[src/rtl/id_stage_pipe_pkg.sv]
// Shared decode constants for the pipelined ID stage: opcodes, function codes,
// ALU op/type encodings and the zero/NOP defaults.
package id_stage_pipe_pkg;

  localparam logic [5:0] EXE_ANDI    = 6'b001100;
  localparam logic [5:0] EXE_ORI     = 6'b001101;
  localparam logic [5:0] EXE_XORI    = 6'b001110;
  localparam logic [5:0] EXE_LUI     = 6'b001111;
  localparam logic [5:0] EXE_SPECIAL = 6'b000000;

  localparam logic [5:0] EXE_AND = 6'b100100;
  localparam logic [5:0] EXE_OR  = 6'b100101;
  localparam logic [5:0] EXE_XOR = 6'b100110;
  localparam logic [5:0] EXE_NOR = 6'b100111;
  localparam logic [5:0] EXE_SLL = 6'b000000;
  localparam logic [5:0] EXE_SRL = 6'b000010;
  localparam logic [5:0] EXE_SRA = 6'b000011;

  localparam logic [7:0] EXE_NOP_OP = 8'b0000_0000;
  localparam logic [7:0] EXE_AND_OP = 8'b0010_0100;
  localparam logic [7:0] EXE_OR_OP  = 8'b0010_0101;
  localparam logic [7:0] EXE_XOR_OP = 8'b0010_0110;
  localparam logic [7:0] EXE_NOR_OP = 8'b0010_0111;
  localparam logic [7:0] EXE_SLL_OP = 8'b0111_1100;
  localparam logic [7:0] EXE_SRL_OP = 8'b0000_0010;
  localparam logic [7:0] EXE_SRA_OP = 8'b0000_0011;

  localparam logic [2:0] EXE_RES_NOP   = 3'b000;
  localparam logic [2:0] EXE_RES_LOGIC = 3'b001;
  localparam logic [2:0] EXE_RES_SHIFT = 3'b010;

  localparam logic [4:0]  NOPRegAddr = 5'b00000;
  localparam logic [31:0] ZeroWord   = 32'h0000_0000;

  function automatic logic is_nop_word(input logic [31:0] word);
    return (word == ZeroWord);
  endfunction

endpackage

[src/rtl/id_stage_pipe_operand_sel.sv]
// Per-port operand resolution: immediate / r0 / EX forward / MEM forward / regfile,
// plus the RAW compare that requests a stall.
module id_operand_sel
  import id_stage_pipe_pkg::*;
#(
  parameter int DATA_W = 32,
  parameter int REG_AW = 5,
  parameter int FWD_EN = 1
) (
  input  logic              i_read_en,
  input  logic [REG_AW-1:0] i_addr,
  input  logic [DATA_W-1:0] i_imm,
  input  logic [DATA_W-1:0] i_reg_data,
  input  logic              i_ex_wreg,
  input  logic [REG_AW-1:0] i_ex_wd,
  input  logic [DATA_W-1:0] i_ex_wdata,
  input  logic              i_ex_is_load,
  input  logic              i_mem_wreg,
  input  logic [REG_AW-1:0] i_mem_wd,
  input  logic [DATA_W-1:0] i_mem_wdata,
  output logic [DATA_W-1:0] o_operand,
  output logic              o_stall
);

  localparam logic FWD = (FWD_EN != 0);

  logic w_nonzero;
  logic w_ex_hit;
  logic w_mem_hit;

  assign w_nonzero = i_read_en && (i_addr != {REG_AW{1'b0}});
  assign w_ex_hit  = w_nonzero && i_ex_wreg && (i_ex_wd == i_addr);
  assign w_mem_hit = w_nonzero && i_mem_wreg && (i_mem_wd == i_addr);

  // Without forwarding any in-flight producer blocks; with it only an EX load does.
  assign o_stall = (w_ex_hit && (i_ex_is_load || !FWD)) || (w_mem_hit && !FWD);

  // Priority mux; the youngest producer (EX) wins over MEM.
  always_comb begin
    o_operand = i_reg_data;
    if (!i_read_en) begin
      o_operand = i_imm;
    end else if (i_addr == {REG_AW{1'b0}}) begin
      o_operand = {DATA_W{1'b0}};
    end else if (FWD && w_ex_hit && !i_ex_is_load) begin
      o_operand = i_ex_wdata;
    end else if (FWD && w_mem_hit) begin
      o_operand = i_mem_wdata;
    end else begin
      o_operand = i_reg_data;
    end
  end

endmodule

[src/rtl/id_stage_pipe.sv]
// Pipelined decode stage: combinational decode, regfile read with forwarding and
// load-use detection, then an ID/EX output register with valid/ready handshake.
module id_stage_pipe
  import id_stage_pipe_pkg::*;
#(
  parameter int DATA_W   = 32,
  parameter int REG_AW   = 5,
  parameter int ALUOP_W  = 8,
  parameter int ALUSEL_W = 3,
  parameter int FWD_EN   = 1
) (
  input  logic                clk,
  input  logic                rst,
  input  logic                in_valid,
  output logic                in_ready,
  input  logic [DATA_W-1:0]   pc_i,
  input  logic [31:0]         inst_i,
  output logic                reg1_read_o,
  output logic [REG_AW-1:0]   reg1_addr_o,
  output logic                reg2_read_o,
  output logic [REG_AW-1:0]   reg2_addr_o,
  input  logic [DATA_W-1:0]   reg1_data_i,
  input  logic [DATA_W-1:0]   reg2_data_i,
  input  logic                ex_wreg_i,
  input  logic [REG_AW-1:0]   ex_wd_i,
  input  logic [DATA_W-1:0]   ex_wdata_i,
  input  logic                ex_is_load_i,
  input  logic                mem_wreg_i,
  input  logic [REG_AW-1:0]   mem_wd_i,
  input  logic [DATA_W-1:0]   mem_wdata_i,
  input  logic                flush_i,
  output logic                out_valid,
  input  logic                out_ready,
  output logic [ALUOP_W-1:0]  aluop_o,
  output logic [ALUSEL_W-1:0] alusel_o,
  output logic [DATA_W-1:0]   reg1_o,
  output logic [DATA_W-1:0]   reg2_o,
  output logic [REG_AW-1:0]   wd_o,
  output logic                wreg_o,
  output logic [DATA_W-1:0]   pc_o,
  output logic                inst_err_o
);

  logic [5:0]          w_op;
  logic [5:0]          w_funct;
  logic [REG_AW-1:0]   w_rs;
  logic [REG_AW-1:0]   w_rt;
  logic [REG_AW-1:0]   w_rd;
  logic [DATA_W-1:0]   w_zimm;
  logic [DATA_W-1:0]   w_luimm;
  logic [DATA_W-1:0]   w_sa;

  logic                w_re1;
  logic                w_re2;
  logic [REG_AW-1:0]   w_ra1;
  logic [REG_AW-1:0]   w_ra2;
  logic [DATA_W-1:0]   w_imm1;
  logic [DATA_W-1:0]   w_imm2;
  logic [REG_AW-1:0]   w_wd;
  logic                w_wreg;
  logic [ALUOP_W-1:0]  w_aluop;
  logic [ALUSEL_W-1:0] w_alusel;
  logic                w_err;

  logic [DATA_W-1:0]   w_opnd1;
  logic [DATA_W-1:0]   w_opnd2;
  logic                w_stall1;
  logic                w_stall2;
  logic                w_load_en;
  logic                w_fire;

  logic                r_out_valid;
  logic [ALUOP_W-1:0]  r_aluop;
  logic [ALUSEL_W-1:0] r_alusel;
  logic [DATA_W-1:0]   r_reg1;
  logic [DATA_W-1:0]   r_reg2;
  logic [REG_AW-1:0]   r_wd;
  logic                r_wreg;
  logic [DATA_W-1:0]   r_pc;
  logic                r_inst_err;

  assign w_op    = inst_i[31:26];
  assign w_funct = inst_i[5:0];
  assign w_rs    = REG_AW'(inst_i[25:21]);
  assign w_rt    = REG_AW'(inst_i[20:16]);
  assign w_rd    = REG_AW'(inst_i[15:11]);
  assign w_zimm  = DATA_W'(inst_i[15:0]);
  assign w_luimm = DATA_W'(inst_i[15:0]) << (DATA_W - 16);
  assign w_sa    = DATA_W'(inst_i[10:6]);

  // Instruction decode; a port with no read carries its immediate instead.
  always_comb begin
    w_re1    = 1'b0;
    w_re2    = 1'b0;
    w_ra1    = REG_AW'(NOPRegAddr);
    w_ra2    = REG_AW'(NOPRegAddr);
    w_imm1   = DATA_W'(ZeroWord);
    w_imm2   = DATA_W'(ZeroWord);
    w_wd     = REG_AW'(NOPRegAddr);
    w_wreg   = 1'b0;
    w_aluop  = ALUOP_W'(EXE_NOP_OP);
    w_alusel = ALUSEL_W'(EXE_RES_NOP);
    w_err    = 1'b0;
    if (is_nop_word(inst_i)) begin
      w_err = 1'b0;
    end else begin
      case (w_op)
        EXE_ORI, EXE_ANDI, EXE_XORI: begin
          w_re1    = 1'b1;
          w_ra1    = w_rs;
          w_imm2   = w_zimm;
          w_wd     = w_rt;
          w_wreg   = 1'b1;
          w_alusel = ALUSEL_W'(EXE_RES_LOGIC);
          case (w_op)
            EXE_ORI:  w_aluop = ALUOP_W'(EXE_OR_OP);
            EXE_ANDI: w_aluop = ALUOP_W'(EXE_AND_OP);
            default:  w_aluop = ALUOP_W'(EXE_XOR_OP);
          endcase
        end
        EXE_LUI: begin
          w_imm1   = w_luimm;
          w_imm2   = w_luimm;
          w_wd     = w_rt;
          w_wreg   = 1'b1;
          w_aluop  = ALUOP_W'(EXE_OR_OP);
          w_alusel = ALUSEL_W'(EXE_RES_LOGIC);
        end
        EXE_SPECIAL: begin
          w_ra2 = w_rt;
          w_wd  = w_rd;
          case (w_funct)
            EXE_OR, EXE_AND, EXE_XOR, EXE_NOR: begin
              w_re1    = 1'b1;
              w_ra1    = w_rs;
              w_re2    = 1'b1;
              w_wreg   = 1'b1;
              w_alusel = ALUSEL_W'(EXE_RES_LOGIC);
              case (w_funct)
                EXE_OR:  w_aluop = ALUOP_W'(EXE_OR_OP);
                EXE_AND: w_aluop = ALUOP_W'(EXE_AND_OP);
                EXE_XOR: w_aluop = ALUOP_W'(EXE_XOR_OP);
                default: w_aluop = ALUOP_W'(EXE_NOR_OP);
              endcase
            end
            EXE_SLL, EXE_SRL, EXE_SRA: begin
              w_imm1   = w_sa;
              w_re2    = 1'b1;
              w_wreg   = 1'b1;
              w_alusel = ALUSEL_W'(EXE_RES_SHIFT);
              case (w_funct)
                EXE_SLL: w_aluop = ALUOP_W'(EXE_SLL_OP);
                EXE_SRL: w_aluop = ALUOP_W'(EXE_SRL_OP);
                default: w_aluop = ALUOP_W'(EXE_SRA_OP);
              endcase
            end
            default: begin
              w_ra2 = REG_AW'(NOPRegAddr);
              w_wd  = REG_AW'(NOPRegAddr);
              w_err = 1'b1;
            end
          endcase
        end
        default: w_err = 1'b1;
      endcase
    end
  end

  assign reg1_read_o = w_re1;
  assign reg1_addr_o = w_ra1;
  assign reg2_read_o = w_re2;
  assign reg2_addr_o = w_ra2;

  id_operand_sel #(.DATA_W(DATA_W), .REG_AW(REG_AW), .FWD_EN(FWD_EN)) u_sel1 (
    .i_read_en(w_re1), .i_addr(w_ra1), .i_imm(w_imm1), .i_reg_data(reg1_data_i),
    .i_ex_wreg(ex_wreg_i), .i_ex_wd(ex_wd_i), .i_ex_wdata(ex_wdata_i), .i_ex_is_load(ex_is_load_i),
    .i_mem_wreg(mem_wreg_i), .i_mem_wd(mem_wd_i), .i_mem_wdata(mem_wdata_i),
    .o_operand(w_opnd1), .o_stall(w_stall1)
  );

  id_operand_sel #(.DATA_W(DATA_W), .REG_AW(REG_AW), .FWD_EN(FWD_EN)) u_sel2 (
    .i_read_en(w_re2), .i_addr(w_ra2), .i_imm(w_imm2), .i_reg_data(reg2_data_i),
    .i_ex_wreg(ex_wreg_i), .i_ex_wd(ex_wd_i), .i_ex_wdata(ex_wdata_i), .i_ex_is_load(ex_is_load_i),
    .i_mem_wreg(mem_wreg_i), .i_mem_wd(mem_wd_i), .i_mem_wdata(mem_wdata_i),
    .o_operand(w_opnd2), .o_stall(w_stall2)
  );

  assign w_load_en = out_ready || !r_out_valid;
  assign in_ready  = w_load_en && !(w_stall1 || w_stall2) && !flush_i;
  assign w_fire    = in_valid && in_ready;

  // ID/EX register: flush kills, a stalled consumer holds, otherwise capture or bubble.
  always_ff @(posedge clk or negedge rst) begin
    if (!rst) begin
      r_out_valid <= 1'b0;
      r_aluop     <= ALUOP_W'(EXE_NOP_OP);
      r_alusel    <= ALUSEL_W'(EXE_RES_NOP);
      r_reg1      <= DATA_W'(ZeroWord);
      r_reg2      <= DATA_W'(ZeroWord);
      r_wd        <= REG_AW'(NOPRegAddr);
      r_wreg      <= 1'b0;
      r_pc        <= DATA_W'(ZeroWord);
      r_inst_err  <= 1'b0;
    end else if (flush_i) begin
      r_out_valid <= 1'b0;
    end else if (w_load_en) begin
      r_out_valid <= w_fire;
      if (w_fire) begin
        r_aluop    <= w_aluop;
        r_alusel   <= w_alusel;
        r_reg1     <= w_opnd1;
        r_reg2     <= w_opnd2;
        r_wd       <= w_wd;
        r_wreg     <= w_wreg;
        r_pc       <= pc_i;
        r_inst_err <= w_err;
      end
    end
  end

  assign out_valid  = r_out_valid;
  assign aluop_o    = r_aluop;
  assign alusel_o   = r_alusel;
  assign reg1_o     = r_reg1;
  assign reg2_o     = r_reg2;
  assign wd_o       = r_wd;
  assign wreg_o     = r_wreg;
  assign pc_o       = r_pc;
  assign inst_err_o = r_inst_err;

endmodule

[config.mk]
export PLATFORM = sky130hd
export DESIGN_NAME = id_stage_pipe
export DESIGN_NICKNAME = d
export VERILOG_FILES = /design/src/rtl/id_stage_pipe_pkg.sv /design/src/rtl/id_stage_pipe_operand_sel.sv /design/src/rtl/id_stage_pipe.sv
export SDC_FILE = /design/constraint.sdc
export NUM_CORES = 1
export LEC_CHECK = 0
export CAP_MARGIN = 20
export CORE_MARGIN = 1.5
export CORE_UTILIZATION = 35
export DETAILED_ROUTE_END_ITERATION = 8
export DONT_BUFFER_PORTS = 1
export PLACE_DENSITY = 0.56
export SYNTH_ARGS = -nofsm -noshare
export SYNTH_HDL_FRONTEND = slang
export SYNTH_HIERARCHICAL = 1
export SYNTH_SLANG_ARGS = --single-unit
export TNS_END_PERCENT = 20
[constraint.sdc]
create_clock -name clk -period 3.31 [get_ports clk]
set_input_delay 0.331 -clock clk [delete_from_list [all_inputs] [get_ports clk]]
set_output_delay 0.331 -clock clk [all_outputs]
set_load 0.02 [all_outputs]
---- After elaboration in Yosys (flattened, before gate mapping) ----
Cells that the tools add are included.
W data, S select, Z words.
storage, ports and cells
  bits in registers ....................... 115
  RAM bits ................................ 0
  ROM bits ................................ 0
  latch bits .............................. 0
  memories kept ........................... 0
  word-level logic and storage cells ...... 105
cells by class
  order comparisons ....................... 0
  bitwise operators ....................... 1
  multiply operators ...................... 0
  add/sub/neg operators ................... 0
  div/mod/pow operators ................... 0
  equality and inequality tests ........... 14
  multiplexer cells ....................... 44
  shift operators ......................... 0
  reductions and logical operators ........ 37
operator list
  operator              count
  $mux W32              10
  $pmux W32 S2          2
  $mux W5               8
  $logic_not A32 Y1     1
  $pmux W7 S2           2
  $eq A6 B4 Y1 const B  4
  $eq A6 B6 Y1 const B  4
  $pmux W7 S3           1
  $eq A5 B5 Y1          4
  $pmux W5 S2           2
  $logic_and A1 B1 Y1   17
  $eq A6 B2 Y1 const B  2
  $logic_not A6 Y1      2
  $pmux W2 S2           3
  $logic_not A5 Y1      2
  $mux W1               10
  $reduce_bool A5 Y1    2
  $reduce_or A4 Y1      2
  $mux W7               1
  $reduce_or A7 Y1      1
  $pmux W1 S2           3
  $pmux W2 S3           1
  $reduce_or A3 Y1      2
  $logic_not A1 Y1      4
  other kinds (5)       6

---- Longest topological paths before layout ----
  depth after elaboration ................. 17
  depth in mapped cells ................... 16

---- Cells and area by module ----
The synthesis kept the hierarchy.
modules (own cells, without submodules)
  module          area each (um2)  instances  cells an instance  sequential area each (um2)
  id_stage_pipe   4880.9           1          578                2752.6
  id_operand_sel  1108.6           2          163                0.0

---- Worst setup path after synthesis ----
OpenSTA, ideal clock, no wires.
  kind .................................... input port to flip-flop
  start point ............................. input port inst_i[28]
  end point ............................... register r_pc[11], in the netlist pc_o[11]
  stages .................................. 16
  arrival time ............................ 4.021 ns
  path buffers ............................ 4
  slack ................................... -0.776 ns
  data required time ...................... 3.245 ns
  library setup time ...................... 0.065 ns
  path through ............................ or4_1 > clkbuf_1 > or4_4 > nor2_4 > nor3b_1 > or4_1 > o21a_1 > nand2_1 > nor2_1 > nor2_1 > and4b_1 > clkbuf_1 > clkbuf_1 > buf_1 > nand2_1 > nand2_1
between the ends
  elaborated cells between the ends (all ways) .. 32
  classes of those cells .................. eq/ne (5); mux (8); reduce/logical (19)
RTL lines
  element                             line                             source
  start, declared                     id_stage_pipe.sv:17              input logic [31:0] inst_i,
  $logic_not A6 Y1                    id_stage_pipe.sv:107             case (w_op)
  $mux W5                             id_stage_pipe.sv:107
  $mux W5 *                           id_stage_pipe.sv:104             if (is_nop_word(inst_i)) begin
  via reg2_addr_o[0]                  id_stage_pipe.sv:21              output logic [REG_AW-1:0] reg2_addr_o,
  $reduce_bool A5 Y1                  id_stage_pipe_operand_sel.sv:31  assign w_nonzero = i_read_en && (i_addr != {REG_AW{1'b0}});
  $logic_and A1 B1 Y1                 id_stage_pipe_operand_sel.sv:31
  $logic_and A1 B1 Y1                 id_stage_pipe_operand_sel.sv:32  assign w_ex_hit = w_nonzero && i_ex_wreg && (i_ex_wd == i_addr);
  $logic_and A1 B1 Y1 *               id_stage_pipe_operand_sel.sv:32
  $logic_and A1 B1 Y1 *               id_stage_pipe_operand_sel.sv:36  assign o_stall = (w_ex_hit && (i_ex_is_load || !FWD)) || (w_mem_hit && !FWD);
  via w_stall2                        id_stage_pipe.sv:68              logic w_stall2;
  $logic_or A1 B1 Y1 *                id_stage_pipe.sv:189             assign in_ready = w_load_en && !(w_stall1 || w_stall2) && !flush_i;
  $logic_not A1 Y1 *                  id_stage_pipe.sv:189
  $logic_and A1 B1 Y1 * (2 in a row)  id_stage_pipe.sv:189
  $logic_and A1 B1 Y1 *               id_stage_pipe.sv:190             assign w_fire = in_valid && in_ready;
  $reduce_and A3 Y1 (no line) *       n/a
  end signal, assigned                id_stage_pipe.sv:202             r_pc <= DATA_W'(ZeroWord);
  end signal, assigned                id_stage_pipe.sv:215             r_pc <= pc_i;
  end, declared                       id_stage_pipe.sv:79              logic [DATA_W-1:0] r_pc;
Mark *: on every way through the listed nets, which the timed path passes. The rest lies on a longest branch.
A chain may end at the register's enable or synchronous reset.

---- Worst setup path in the final report ----
  start point ............................. input port inst_i[4]
  end point ............................... output port in_ready
between the ends
  word-level cells in the longest chain between the ends .. 14
  elaborated cells between the ends (all ways) .. 38
  classes of those cells .................. eq/ne (8); mux (12); reduce/logical (18)
RTL lines
  element                               line                             source
  $eq A6 B2 Y1 (tied with other cells)  id_stage_pipe.sv:132             case (w_funct)
  $reduce_or A7 Y1 (no line)            n/a
  $mux W5                               id_stage_pipe.sv:132
  $mux W5                               id_stage_pipe.sv:107
  $mux W5                               id_stage_pipe.sv:104
  $reduce_bool A5 Y1                    id_stage_pipe_operand_sel.sv:31
  $logic_and A1 B1 Y1                   id_stage_pipe_operand_sel.sv:31
  $logic_and A1 B1 Y1                   id_stage_pipe_operand_sel.sv:32
  $logic_and A1 B1 Y1 *                 id_stage_pipe_operand_sel.sv:32
  $logic_and A1 B1 Y1 *                 id_stage_pipe_operand_sel.sv:36
  via w_stall2                          id_stage_pipe.sv:68
  $logic_or A1 B1 Y1 *                  id_stage_pipe.sv:189
  $logic_not A1 Y1 *                    id_stage_pipe.sv:189
  $logic_and A1 B1 Y1 * (2 in a row)    id_stage_pipe.sv:189
  end, declared                         id_stage_pipe.sv:15              output logic in_ready,
Marked as above.

==> impl_metrics.py <==
metrics = {
    "outcome": {
        "outcome": "complete, but fails checks",
        "violations": "setup timing",
    },
    "floorplanning": {
        "rows": 51,
        "core_area_sq_um": 19650,
        "die_y_um": 145.4,
        "pin_count": 338,
        "start_util": 0.3612,
        "dieArea_sq_um": 21140,
        "fp.dieW_um": 145.4,
    },
    "finish": {
        "final_core_util": 0.4279,
        "drive_gt1_frac": 0.1365,
        "area_growth_syn_to_layout_pct": 18.49,
        "nets": 1144,
    },
    "power": {
        "cellPowerDensity_nw_per_um2": 378.9,
        "ir_drop_v": 0.0001880,
        "power_leakage_nw": 3.942,
    },
    "place": {
        "pre_cts_slack_ns": -0.3942,
        "dp_hpwl_mm": 19.61,
        "gp_congestion": 0.8791,
        "port_buffers": 0,
    },
    "global_route": {
        "antenna_found_initial": 2,
        "grt_pass1_vias": 6351,
        "grt_usage": 0.2440,
        "grt_first_pass_wirelength_mm": 39.57,
        "overflow": 0,
        "grt_max_degree": 111,
    },
    "sta": {
        "rsz0062_at_grt": "yes",
        "period_share": 1.004,
        "fin_setup_tns_ns": -0.01427,
        "worst_pin_slew_ns": 0.6660,
        "setup_viol": 1,
        "fmax_mhz": 300.8,
        "hold_viol": 0,
        "max_slew_margin": 0.5560,
        "fin_hold_ws_ns": 0.07609,
        "slew_viol_final": 0,
        "fin_skew_ns": 0.004588,
        "fin_crit_ns": 3.324,
        "timing.final.ws_setup_ns": -0.01427,
    },
    "route": {
        "wl_mm": 26.24,
        "drt_iter0_markers": 314,
        "first_pass_iters": 5,
        "num_vias": 6383,
        "vias_per_cell": 5.297,
        "antenna_left": 0,
        "routedWlPerCell_um": 21.78,
        "drc": 0,
    },
    "clock_network": {
        "clockBufferDepth": 2,
        "cts_tree": "done",
        "root_buffer": "clkbuf_16",
        "clk_latency_ns": 0.36,
        "clk_pin_slew_worst_paths_ns": 0.08,
        "cts_buffers": 9,
        "clock_sinks": 110,
        "htree_levels": 3,
    },
    "yosys": {
        "synth_top_cell_by_area": "dfrtp_1",
        "post_synth_instance_area_sq_um": 7098,
        "ys_seq_elements": 110,
        "synth_cell_types": 52,
        "synth_area_per_cell_sq_um": 7.852,
        "syn_inst": 904,
        "synth_top_area_share": 0.3878,
        "synth_edf_count": 0,
        "synth_ff_type": "dfrtp_1",
        "yosys-top-cells-count": "nand2_1, dfrtp_1, mux2i_1, nor2b_1, a21oi_1",
        "yosysWarnings": 6,
        "synth_area_leaders": "dfrtp_1, nand2_1, mux2i_1",
        "synth.most_common_cell": "nand2_1",
        "async_reset_ff_frac": 1.000,
        "yosysSeqAreaShare": 0.3878,
    },
    "setup_path": {
        "cp.arrival_ns": 2.99,
        "cp.required_ns": 2.98,
        "critPathKind": "input pin to output pin",
        "crit_fanout": 6,
        "critPathLaunchType": "input pin",
        "regToRegSetupSlack_ns": 1.80,
        "crit_path_end_kind": "output pin",
    },
    "run": {
        "cap_violations": 0,
    },
    "hold_path": {
        "worstHoldPathType": "input pin to flip-flop",
    },
}
-- cell families after synthesis --
family | Yosys count | share of synthesized area
simple gates | 481 | 0.3191
other cells | 1 | 0.0005283
mux | 65 | 0.09184
flops | 110 | 0.3878
buf+inv | 65 | 0.05006
compound gates | 162 | 0.1260
xor+xnor | 20 | 0.02468
-- cells in the final DEF (no fill, tap or decap), types with 2 or more instances in the layout --
cell type,count
nor2_2,2
mux2i_1,64
xor2_1,16
or4_1,3
a21oi_1,59
nor2_1,3
diode_2,2
o21ai_4,2
and2_2,3
o21ai_0,10
a21oi_2,11
nor4_2,2
buf_4,48
nor4_1,7
xnor2_1,4
and3_2,4
a22oi_1,6
nor2b_1,64
clkbuf_16,9
clkinvlp_4,2
conb_1,13
nor2_4,2
and2_1,55
or4_4,4
nor3b_4,4
o21ai_1,61
buf_12,21
o21a_1,2
bufinv_16,2
and3b_1,2
nand3_1,7
nand2_1,308
dfrtp_1,110
a211oi_1,3
-- flip-flops by register name, indices dropped and copies added (netlist names) --
register and cells:
aluop_o 4, inst_err_o 1, out_valid 1, wd_o 5, alusel_o 2, reg2_o 32
pc_o 32, reg1_o 32, wreg_o 1
-- worst max-delay path, stage by stage --
cell	delay, ns
or4_4	0.52
or4_4	0.57
nor2_4	0.12
buf_12	0.14
nor3b_4	0.04
or4_1	0.52
o21a_1	0.20
nand2_1	0.06
nor2_1	0.05
nor2_2	0.12
nand2_1	0.06
nor2_1	0.10
buf_4	0.15
-- path summary, 6_finish.rpt --
| kind | end | start | depth (start not counted) |
|---|---|---|---|
| worst max-delay path | in_ready | inst_i[4] | 13 |
| worst min register to register | pc_o[28] | pc_o[28] | 2 |
| worst max register to register | reg2_o[7] | out_valid | 5 |
| max in group asynchronous | reg2_o[17] | rst | 2 |
| min in group asynchronous | reg1_o[2] | rst | 2 |
| worst min-delay path | pc_o[9] | pc_i[9] | 2 |
-- per-layer routing --
layer / share of wire / vias up / global-route usage / wire length (um)
met3: 0.086 / 31 / 0.07053 / 2245
li1: - / 3026 / - / -
met1: 0.41 / 3066 / 0.3104 / 10830
met2: 0.48 / 260 / 0.3988 / 12590
met4: 0.022 / 0 / 0.07806 / 573
met5: 0 / - / 0 / 0
-- per-stage QoR --
stage / instances / area [sq um] / power (mW)
detailed placement: 1184 / 7981 / 1.958
CTS: 1203 / 8371 / 3.231
global route: 1203 / 8406 / 3.324
finish: 1205 / 8411 / 3.187
global placement: 1184 / 7981 / 1.950
floorplan: 916 / 7266 / 1.854
-- area by class of cell --
type,instances,area (sq um)
fill,2086,11240
clock buffer,9,225.2
tap,265,331.6
sequential,110,2753
multi-input combinational,741,4179
antenna,2,5.005
timing repair buffer,71,818.3
inverter,1,3.754
clock inverter,6,95.09
-- power by group --
group	total [mW]	internal [mW]	switching, mW
logic	0.334	0.136	0.198
registers	1.63	1.44	0.194
clock network	1.22	0.669	0.553
-- what timing repair did --
item,CTS,global route
endpoints found under the hold margin,110,0
endpoints found under the setup margin,2,93
gates resized for setup,1,7
buffers inserted,2,0
hold buffers,2,0
pin swaps,6,1
No activity file was read; power rests on OpenSTA's default activity.
